## src/rtl/drawcon_pkg.sv

```systemverilog
// drawcon_pkg: shared types, wall bit indices, colours and sprite ROM addressing
// Exports rgb12_t, WALL_* bit indices, RGB_* default colours and sprite_addr().
package drawcon_pkg;
    typedef logic [11:0] rgb12_t;
    localparam int WALL_TOP   = 3;
    localparam int WALL_BOT   = 2;
    localparam int WALL_LEFT  = 1;
    localparam int WALL_RIGHT = 0;
    localparam rgb12_t RGB_WALL   = 12'hF00;
    localparam rgb12_t RGB_BG     = 12'h00F;
    localparam rgb12_t RGB_TRANSP = 12'h000;
    // Sprites are stored back to back, each as SPR_H rows of SPR_W texels.
    function automatic int unsigned sprite_addr(input int unsigned id, dx, dy, spr_w, spr_h);
        return id * spr_w * spr_h + dy * spr_w + dx;
    endfunction
endpackage

```

## src/rtl/tile_counter.sv

```systemverilog
// tile_counter: one axis of the maze tile walk (offset inside tile + saturating tile index)
// Ports: clk, rst (sync, active high); clear zeroes both counts; advance steps pos,
// wrapping at limit-1 and bumping idx (saturating); pos/idx are the registered counts.
module tile_counter #(
    parameter int PW = 10,
    parameter int IW = 5
) (
    input  logic          clk,
    input  logic          rst,
    input  logic          clear,
    input  logic          advance,
    input  logic [PW-1:0] limit,
    output logic [PW-1:0] pos,
    output logic [IW-1:0] idx
);
    logic wrap;
    assign wrap = pos == limit - 1'b1;
    always_ff @(posedge clk) begin
        if (rst || clear) begin
            pos <= '0;
            idx <= '0;
        end else if (advance) begin
            pos <= wrap ? '0 : pos + 1'b1;
            idx <= (wrap && idx != '1) ? idx + 1'b1 : idx;
        end
    end
endmodule

```

## src/rtl/drawcon_pipe.sv

```systemverilog
// drawcon_pipe: 3-stage maze/sprite draw controller between VGA timing and RGB registers
// Inputs: pixel stream (pix_valid, line_start, frame_start, curr_x/y), level geometry
// (latched on frame_start), sprite enables/positions, walls_in and rom_data lookups.
// Outputs: maze_col/row and rom_addr (stage 1), draw_r/g/b + draw_valid (stage 3).
module drawcon_pipe
    import drawcon_pkg::*;
#(
    parameter int     N_SPR      = 4,
    parameter int     SPR_W      = 8,
    parameter int     SPR_H      = 8,
    parameter int     COORD_W    = 11,
    parameter int     MAZE_Y0    = 100,
    parameter rgb12_t TRANSP_KEY = RGB_TRANSP,
    parameter rgb12_t WALL_RGB   = RGB_WALL,
    parameter rgb12_t BG_RGB     = RGB_BG
) (
    input  logic                                   clk,
    input  logic                                   rst,
    input  logic                                   pix_valid,
    input  logic                                   line_start,
    input  logic                                   frame_start,
    input  logic [COORD_W-1:0]                     curr_x,
    input  logic [COORD_W-1:0]                     curr_y,
    input  logic [9:0]                             tile_w,
    input  logic [9:0]                             tile_h,
    input  logic [9:0]                             wall_margin,
    input  logic [4:0]                             num_cols,
    input  logic [4:0]                             num_rows,
    input  logic [N_SPR-1:0]                       spr_en,
    input  logic [N_SPR*COORD_W-1:0]               spr_x,
    input  logic [N_SPR*COORD_W-1:0]               spr_y,
    output logic [4:0]                             maze_col,
    output logic [4:0]                             maze_row,
    input  logic [3:0]                             walls_in,
    output logic [$clog2(N_SPR*SPR_W*SPR_H)-1:0]   rom_addr,
    input  logic [11:0]                            rom_data,
    output logic [3:0]                             draw_r,
    output logic [3:0]                             draw_g,
    output logic [3:0]                             draw_b,
    output logic                                   draw_valid
);
    localparam int AW = $clog2(N_SPR*SPR_W*SPR_H);
    localparam int DW = COORD_W + 1;
    logic [9:0] g_w, g_h, g_m, sw, sh, lim_w, lim_h, x_in, y_in;
    logic [4:0] g_c, g_r;
    logic fs_s, ls, ls_s, row_ok, in_maze, wall;
    logic v1, hit1, v2, hit2, paint2, hit_c;
    logic [AW-1:0] addr_c;
    logic [DW-1:0] dx, dy;
    assign fs_s  = pix_valid & frame_start;
    assign ls    = line_start | frame_start;
    assign ls_s  = pix_valid & ls;
    assign sw    = tile_w == '0 ? 10'd1 : tile_w;
    assign sh    = tile_h == '0 ? 10'd1 : tile_h;
    // The frame_start pixel already counts with the geometry it is latching.
    assign lim_w = fs_s ? sw : g_w;
    assign lim_h = fs_s ? sh : g_h;
    always_ff @(posedge clk) begin
        if (rst) begin
            g_w <= 10'd1;
            g_h <= 10'd1;
            g_m <= '0;
            g_c <= '0;
            g_r <= '0;
        end else if (fs_s) begin
            g_w <= sw;
            g_h <= sh;
            g_m <= wall_margin;
            g_c <= num_cols;
            g_r <= num_rows;
        end
    end
    tile_counter #(.PW(10), .IW(5)) u_x (
        .clk(clk), .rst(rst), .clear(ls_s), .advance(pix_valid & ~ls),
        .limit(lim_w), .pos(x_in), .idx(maze_col)
    );
    tile_counter #(.PW(10), .IW(5)) u_y (
        .clk(clk), .rst(rst),
        .clear(ls_s && curr_y == COORD_W'(MAZE_Y0)),
        .advance(ls_s && curr_y > COORD_W'(MAZE_Y0)),
        .limit(lim_h), .pos(y_in), .idx(maze_row)
    );
    // Offsets use one extra bit so a pixel left of / above a sprite wraps to a large
    // value and misses; scanning downwards lets the lowest index win.
    always_comb begin
        hit_c  = 1'b0;
        addr_c = '0;
        dx     = '0;
        dy     = '0;
        for (int i = N_SPR - 1; i >= 0; i--) begin
            dx = {1'b0, curr_x} - {1'b0, spr_x[i*COORD_W +: COORD_W]};
            dy = {1'b0, curr_y} - {1'b0, spr_y[i*COORD_W +: COORD_W]};
            if (spr_en[i] && dx < DW'(SPR_W) && dy < DW'(SPR_H)) begin
                hit_c  = 1'b1;
                addr_c = AW'(sprite_addr(i, 32'(dx), 32'(dy), SPR_W, SPR_H));
            end
        end
    end
    assign in_maze = row_ok && maze_col < g_c && maze_row < g_r;
    // Far-edge tests are written as pos+margin >= size so a margin wider than the tile
    // cannot underflow.
    assign wall = (walls_in[WALL_TOP]   && y_in < g_m)
                | (walls_in[WALL_BOT]   && {1'b0, y_in} + {1'b0, g_m} >= {1'b0, g_h})
                | (walls_in[WALL_LEFT]  && x_in < g_m)
                | (walls_in[WALL_RIGHT] && {1'b0, x_in} + {1'b0, g_m} >= {1'b0, g_w});
    always_ff @(posedge clk) begin
        if (rst) begin
            row_ok     <= 1'b0;
            v1         <= 1'b0;
            hit1       <= 1'b0;
            rom_addr   <= '0;
            v2         <= 1'b0;
            hit2       <= 1'b0;
            paint2     <= 1'b0;
            draw_valid <= 1'b0;
            {draw_r, draw_g, draw_b} <= '0;
        end else begin
            if (ls_s && curr_y <= COORD_W'(MAZE_Y0))
                row_ok <= curr_y == COORD_W'(MAZE_Y0);
            v1 <= pix_valid;
            if (pix_valid) begin
                hit1     <= hit_c;
                rom_addr <= addr_c;
            end
            v2 <= v1;
            if (v1) begin
                hit2   <= hit1;
                paint2 <= in_maze & wall;
            end
            draw_valid <= v2;
            // rom_data is the ROM's own register, aligned with stage 2 here.
            if (v2)
                {draw_r, draw_g, draw_b} <= (hit2 && rom_data != TRANSP_KEY) ? rom_data
                                          : paint2 ? WALL_RGB : BG_RGB;
        end
    end
endmodule

```

## config.mk

```make
export PLATFORM = sky130hd
export DESIGN_NAME = drawcon_pipe
export DESIGN_NICKNAME = d
export VERILOG_FILES = /design/src/rtl/drawcon_pkg.sv /design/src/rtl/tile_counter.sv /design/src/rtl/drawcon_pipe.sv
export SDC_FILE = /design/constraint.sdc
export NUM_CORES = 1
export LEC_CHECK = 0
export CAP_MARGIN = 0
export CORE_MARGIN = 10
export CORE_UTILIZATION = 28
export CTS_BUF_LIST = sky130_fd_sc_hd__clkbuf_2
export CTS_CLUSTER_DIAMETER = 120
export DETAILED_ROUTE_END_ITERATION = 10
export PLACE_DENSITY = 0.58
export SYNTH_ARGS = -nofsm -noshare
export SYNTH_HDL_FRONTEND = slang
export SYNTH_SLANG_ARGS = --single-unit
```

## constraint.sdc

```tcl
create_clock -name clk -period 5.3 [get_ports clk]
set_input_delay 0.795 -clock clk [delete_from_list [all_inputs] [get_ports clk]]
set_output_delay 0.795 -clock clk [all_outputs]
set_load 0.02 [all_outputs]
```

Word-level counts from Yosys, hierarchy flattened --
Index checks and enable logic that the tools add are counted.
Storage, ports and cells: input bits 175, word-level logic and storage cells 116, output and inout port bits 31, bits in registers 97
Operators by class: bitwise logic cells 9, reductions and logical operators 27, equality and inequality tests 5, add/subtract/negate cells 23, multiplexer cells 16, order comparisons 16
Operator list (number):
- 12-bit by 4-bit < comparator with 1-bit output, second input constant | 8
- 11-bit by 11-bit subtractor with 12-bit output | 8
- 10-bit 2-to-1 mux | 6
- 8-bit adder | 4
- 8-bit 2-to-1 mux | 4
- 12-bit 2-to-1 mux | 2
- 10-bit by 10-bit adder with 11-bit output | 2
- 11-bit by 10-bit greater-or-equal comparator with 1-bit output | 2
- 10-bit by 1-bit adder with 10-bit output, second input constant | 2
- 10-bit == test | 2
- 1-bit logical AND | 20
- 10-bit logical NOT | 2
- 10-bit < comparator | 2
- 10-bit by 1-bit subtractor with 10-bit output, second input constant | 2
- 8-bit adder, first input constant | 2
- 12-bit nonzero test | 1
- 11-bit by 7-bit == test with 1-bit output, second input constant | 1
- 11-bit by 7-bit > comparator with 1-bit output, second input constant | 1
- 11-bit by 7-bit less-or-equal comparator with 1-bit output, second input constant | 1
- 5-bit by 1-bit adder with 5-bit output, second input constant | 2
- 5-bit < comparator | 2
- 5-bit != test, second input constant | 2
- 7-bit by 8-bit adder with 8-bit output, first input constant | 1
- 1-bit AND | 4
- 5 further kinds | 13

Longest topological paths before layout --
word-level depth 8, gate-level depth with buffers 19, gate-level depth less buffers 19

By module --
Synthesis repeated with hierarchy kept, for this count alone.
Unflattened totals: cells, all modules 1712, area total of the unflattened synthesis 12826.1 um2
By module, submodules not included:
- drawcon_pipe | cells each 1420, seq. area each 1341.3 um2, area each 10441.3 um2, times used 1
- tile_counter | cells each 146, seq. area each 300.3 um2, area each 1192.4 um2, times used 2

Worst setup path before layout --
No wires, ideal clock.
path type in2reg, start point in curr_x[0], end point reg rom_addr[7], path slack 1.055 ns, arrival 4.160 ns, cell stages on the path 19, required time 5.214 ns, path buffers 0, setup time 0.086 ns, cells stage by stage inv_1 ha_1 inv_1 fa_1 a211oi_1 o21ai_0 a21oi_1 xnor2_1 inv_1 ha_1 inv_1 ha_1 a21oi_1 xnor2_1 xnor2_1 nand3_1 a2111oi_0 o311ai_0 a211oi_1
Between the ends: longest elaborated chain between the ends 8, elaborated cells on any way between the ends 24, those cells by class add/sub: 8; order compare: 4; mux: 4; reduce/logical: 8
RTL lines:
- start: declaration | RTL line drawcon_pipe.sv:22 | input logic [COORD_W-1:0] curr_x,
- 11-bit by 11-bit subtractor with 12-bit output | RTL line drawcon_pipe.sv:91 | dx = {1'b0, curr_x} - {1'b0, spr_x[i*COORD_W +: COORD_W]};
- 12-bit by 4-bit < comparator with 1-bit output | RTL line drawcon_pipe.sv:93 | if (spr_en[i] && dx < DW'(SPR_W) && dy < DW'(SPR_H)) begin
- 1-bit logical AND (2 in series) | RTL line drawcon_pipe.sv:93
- 8-bit 2-to-1 mux (3 in series) | RTL line drawcon_pipe.sv:93
- 8-bit 2-to-1 mux * | RTL line drawcon_pipe.sv:93
- end signal: assignment | RTL line drawcon_pipe.sv:123 | rom_addr <= addr_c;
- end: declaration | RTL line drawcon_pipe.sv:35 | output logic [$clog2(N_SPR*SPR_W*SPR_H)-1:0] rom_addr,
Every way passes the cells marked *; elsewhere a longest branch is shown, timed or not. A chain may end at the register's enable or synchronous reset.

Worst setup path in the final report --
Same ends and word-level chain as after synthesis.

==> metrics.yaml <==
path_class: "in -> reg"
ys_ff_latch: 97
dieArea_um2: 50300
crit_path_start_kind: "input pin"
die_w_um: 224
remaining_drc_errors: 0
syn-cell-area_um2: 11700
drtIter0Drc: 789
postCtsSetupRepairBufs: 0
hold_viol_final: 0
fin_crit_ns: 4.49
clock-sinks: 97
multi_input_area_um2: 8930
dp.final_hpwl_um: 33700
grt_max_degree: 40
portBuffers: 205
core_area_um2: 41000
critPathRequiredTime_ns: 5.87
syn_inst: 1533
slew_violations: 0
grt_pass1_wl_um: 62100
fill_cells: 4317
grt_pass1_vias: 11553
wl_per_cell_um: 17.5
fmax_mhz: 223
rsz0062_at_grt: "no"
synth_edf_count: 0
synthDistinctLibCells: 84
yosysSeqAreaShare_pct: 16.6
peakVddDrop_v: 0.0000768
hold_buffers: 0
clockPowerShare_pct: 15.5
power_density_nw_per_um2: 168
wl_met3_um: 2670
yosysWarnings: 0
synthArstFlopShare_pct: 0
p_int_uw: 1460
overflow: 0
p_switching_uw: 978
tightest_slew_ns: 0.905
fin_nets: 2120
relSlewSlack_pct: 39.6
fin_util_pct: 35.5
root_buffer: "clkbuf_2"
vias_per_cell: 5.13
p_sw_share_pct: 40.1
placed_area_um2: 14400
htreeDepth: 3
antenna_found_initial: 3
hp-class: "reg -> reg"
wl_met2_um: 17900
routed.top_layer: "met5"
wl_met1_um: 18600
area_growth_pct: 24.5
clock_latency_ns: 0.61
max_cap_violations: 0
power_frac_seq_pct: 31.9
track_usage_pct: 15.4
dominantRegCellSynth: "dfxtp_1"
io_pins: 206
final_cell_area_um2: 14600
clock-skew-final_ns: 0.0447
synth_nets: 1911
dr.pass1.iters: 6
vias: 11700
gp_routability_congestion: 0.903
final_antenna_net_count: 0
setup_violations: 0
die_h_um: 224
combPwrFrac_pct: 52.6
cp_max_fo: 2
tns_ns: 0
cts_tree: "done"
numCtsBuffers: 9
fp-row-count: 74
initial_core_util_pct: 28.5
power.leakage_uw: 0.00633
min_period_over_period_pct: 84.7
cts.clk_slew.worst_paths_ns: 0.29
cts_resized: 0
status: "complete, no violations"
drt_wl_total_um: 40000
end_kind: "flip-flop"
clockBufferDepth: 2
drive_gt1_share_pct: 4.30
regArea_um2: 1940
synth.avg_cell_area_um2: 7.63
critPathArrivalTime_ns: 5.06
placed cells by master, fill, tap and decap left out, types with 8 or more instances in the layout:
master,Yosys,final
nor3_1,31,31
xor2_1,53,53
fa_1,14,14
o22ai_1,14,14
or2_2,14,14
nand2_1,106,106
a31oi_1,13,13
a211oi_1,18,18
o21ai_0,66,66
inv_1,185,185
ha_1,189,189
a21oi_1,126,126
o21bai_1,10,10
nor2b_1,16,16
nand2b_1,37,37
o21a_1,19,19
xnor2_1,54,54
a21o_1,15,15
nand3_1,27,27
a211o_1,10,10
o31ai_1,12,12
dfxtp_1,97,97
and3_1,21,21
mux2i_1,31,31
nor2_1,150,150
buf_4,1,22
clkdlybuf4s50_1,0,204
nor4_1,12,12
nand4_1,15,15
or3_1,11,11
o211ai_1,8,8
clkbuf_2,0,9
final timing paths:
check | startpoint | end | slack, ns | cells past startpoint
setup / recovery | curr_x[0] | rom_addr[7]$_SDFFE_PP0P_ | 0.81 | 20
hold / removal | g_r[2]$_SDFFE_PP0P_ | g_r[2]$_SDFFE_PP0P_ | 0.48 | 2
setup reg to reg | u_y.pos[0]$_SDFFE_PP0P_ | paint2$_SDFFE_PP0P_ | 1.66 | 15
hold reg to reg | g_r[2]$_SDFFE_PP0P_ | g_r[2]$_SDFFE_PP0P_ | 0.48 | 2
power groups by stage:
stage,Clock [µW],Combinational [µW],Sequential [µW]
global route,424,1430,784
CTS,401,1280,780
detailed placement,0,1270,793
finish,377,1280,779
floorplan,0,830,790
global placement,0,1260,792
cell usage after synthesis (7+ instances only):
cell type,instances,share of area (%)
ha_1,189,20
inv_1,185,5.9
nor2_1,150,4.8
a21oi_1,126,5.4
nand2_1,106,3.4
dfxtp_1,97,17
o21ai_0,66,2.8
xnor2_1,54,4.0
xor2_1,53,4.0
nand2b_1,37,2.0
mux2i_1,31,2.7
nor3_1,31,1.3
nand3_1,27,1.2
and3_1,21,1.1
o21a_1,19,1.2
a211oi_1,18,1.2
clkbuf_1,18,0.58
nor2b_1,16,0.86
a21o_1,15,0.96
nand4_1,15,0.80
fa_1,14,2.4
o22ai_1,14,0.75
or2_2,14,0.75
a31oi_1,13,0.70
nor4_1,12,0.64
o31ai_1,12,0.77
or3_1,11,0.59
a211o_1,10,0.75
o21bai_1,10,0.64
o211ai_1,8,0.51
a221oi_1,7,0.52
buf_2,7,0.30
nand3b_1,7,0.45
area by class of cell:
type,count,share of cell area [%]
multi-input cells,1222,61.3
inverters,185,4.77
clock buffers,9,0.309
clock inverters,6,0.456
well taps,532,4.57
flip-flops and latches,97,13.3
diodes,2,0.0344
repair buffers,227,15.2
cells by family (layout without fill, tap and decap cells):
family,after synthesis,count (layout),share of synthesized area [%]
multiplexers,35,35,3.04
buffers and inverters,214,427,7.04
XOR/XNOR,108,108,8.21
flip-flops,97,97,16.6
adder cells (fa/ha/maj),203,203,22.6
AND/OR/NAND/NOR,489,489,20.8
other,0,2,0
AO/OA/AOI/OAI,387,387,21.7
sequential cells by signal, indices dropped and copies added (netlist names), 8 cells and up:
name and cells:
g_h 10, g_m 10, g_w 10, u_x.pos 10, u_y.pos 10, rom_addr 8
through the flow:
stage	setup WS (ns)	instances	total power (µW)	hold slack [ns]
floorplan	1.05	1533	1620	0.436
finish	0.811	2280	2440	0.476
CTS	0.899	2278	2460	0.476
global route	0.429	2280	2630	0.494
global placement	0.243	2263	2050	0.445
detailed placement	0.195	2263	2060	0.448
critical path: stages:
cell and delay (ns):
clkdlybuf4s50_1 0.40, inv_1 0.17, ha_1 0.22, inv_1 0.06
fa_1 0.40, a211oi_1 0.29, o21ai_0 0.17, a21oi_1 0.20
xnor2_1 0.17, inv_1 0.07, ha_1 0.28, inv_1 0.04
ha_1 0.32, a21oi_1 0.17, xnor2_1 0.16, xnor2_1 0.14
nand3_1 0.11, a2111oi_0 0.45, o311ai_0 0.19, a211oi_1 0.24
routing by layer:
layer | vias to the layer above | global-route usage [%]
li1 | 5855 | -
met1 | 5403 | 20.4
met2 | 393 | 25.3
met3 | 47 | 2.69
met4 | 2 | 4.10
met5 | - | 0
Note: power is estimated with default switching activity, not from simulation.
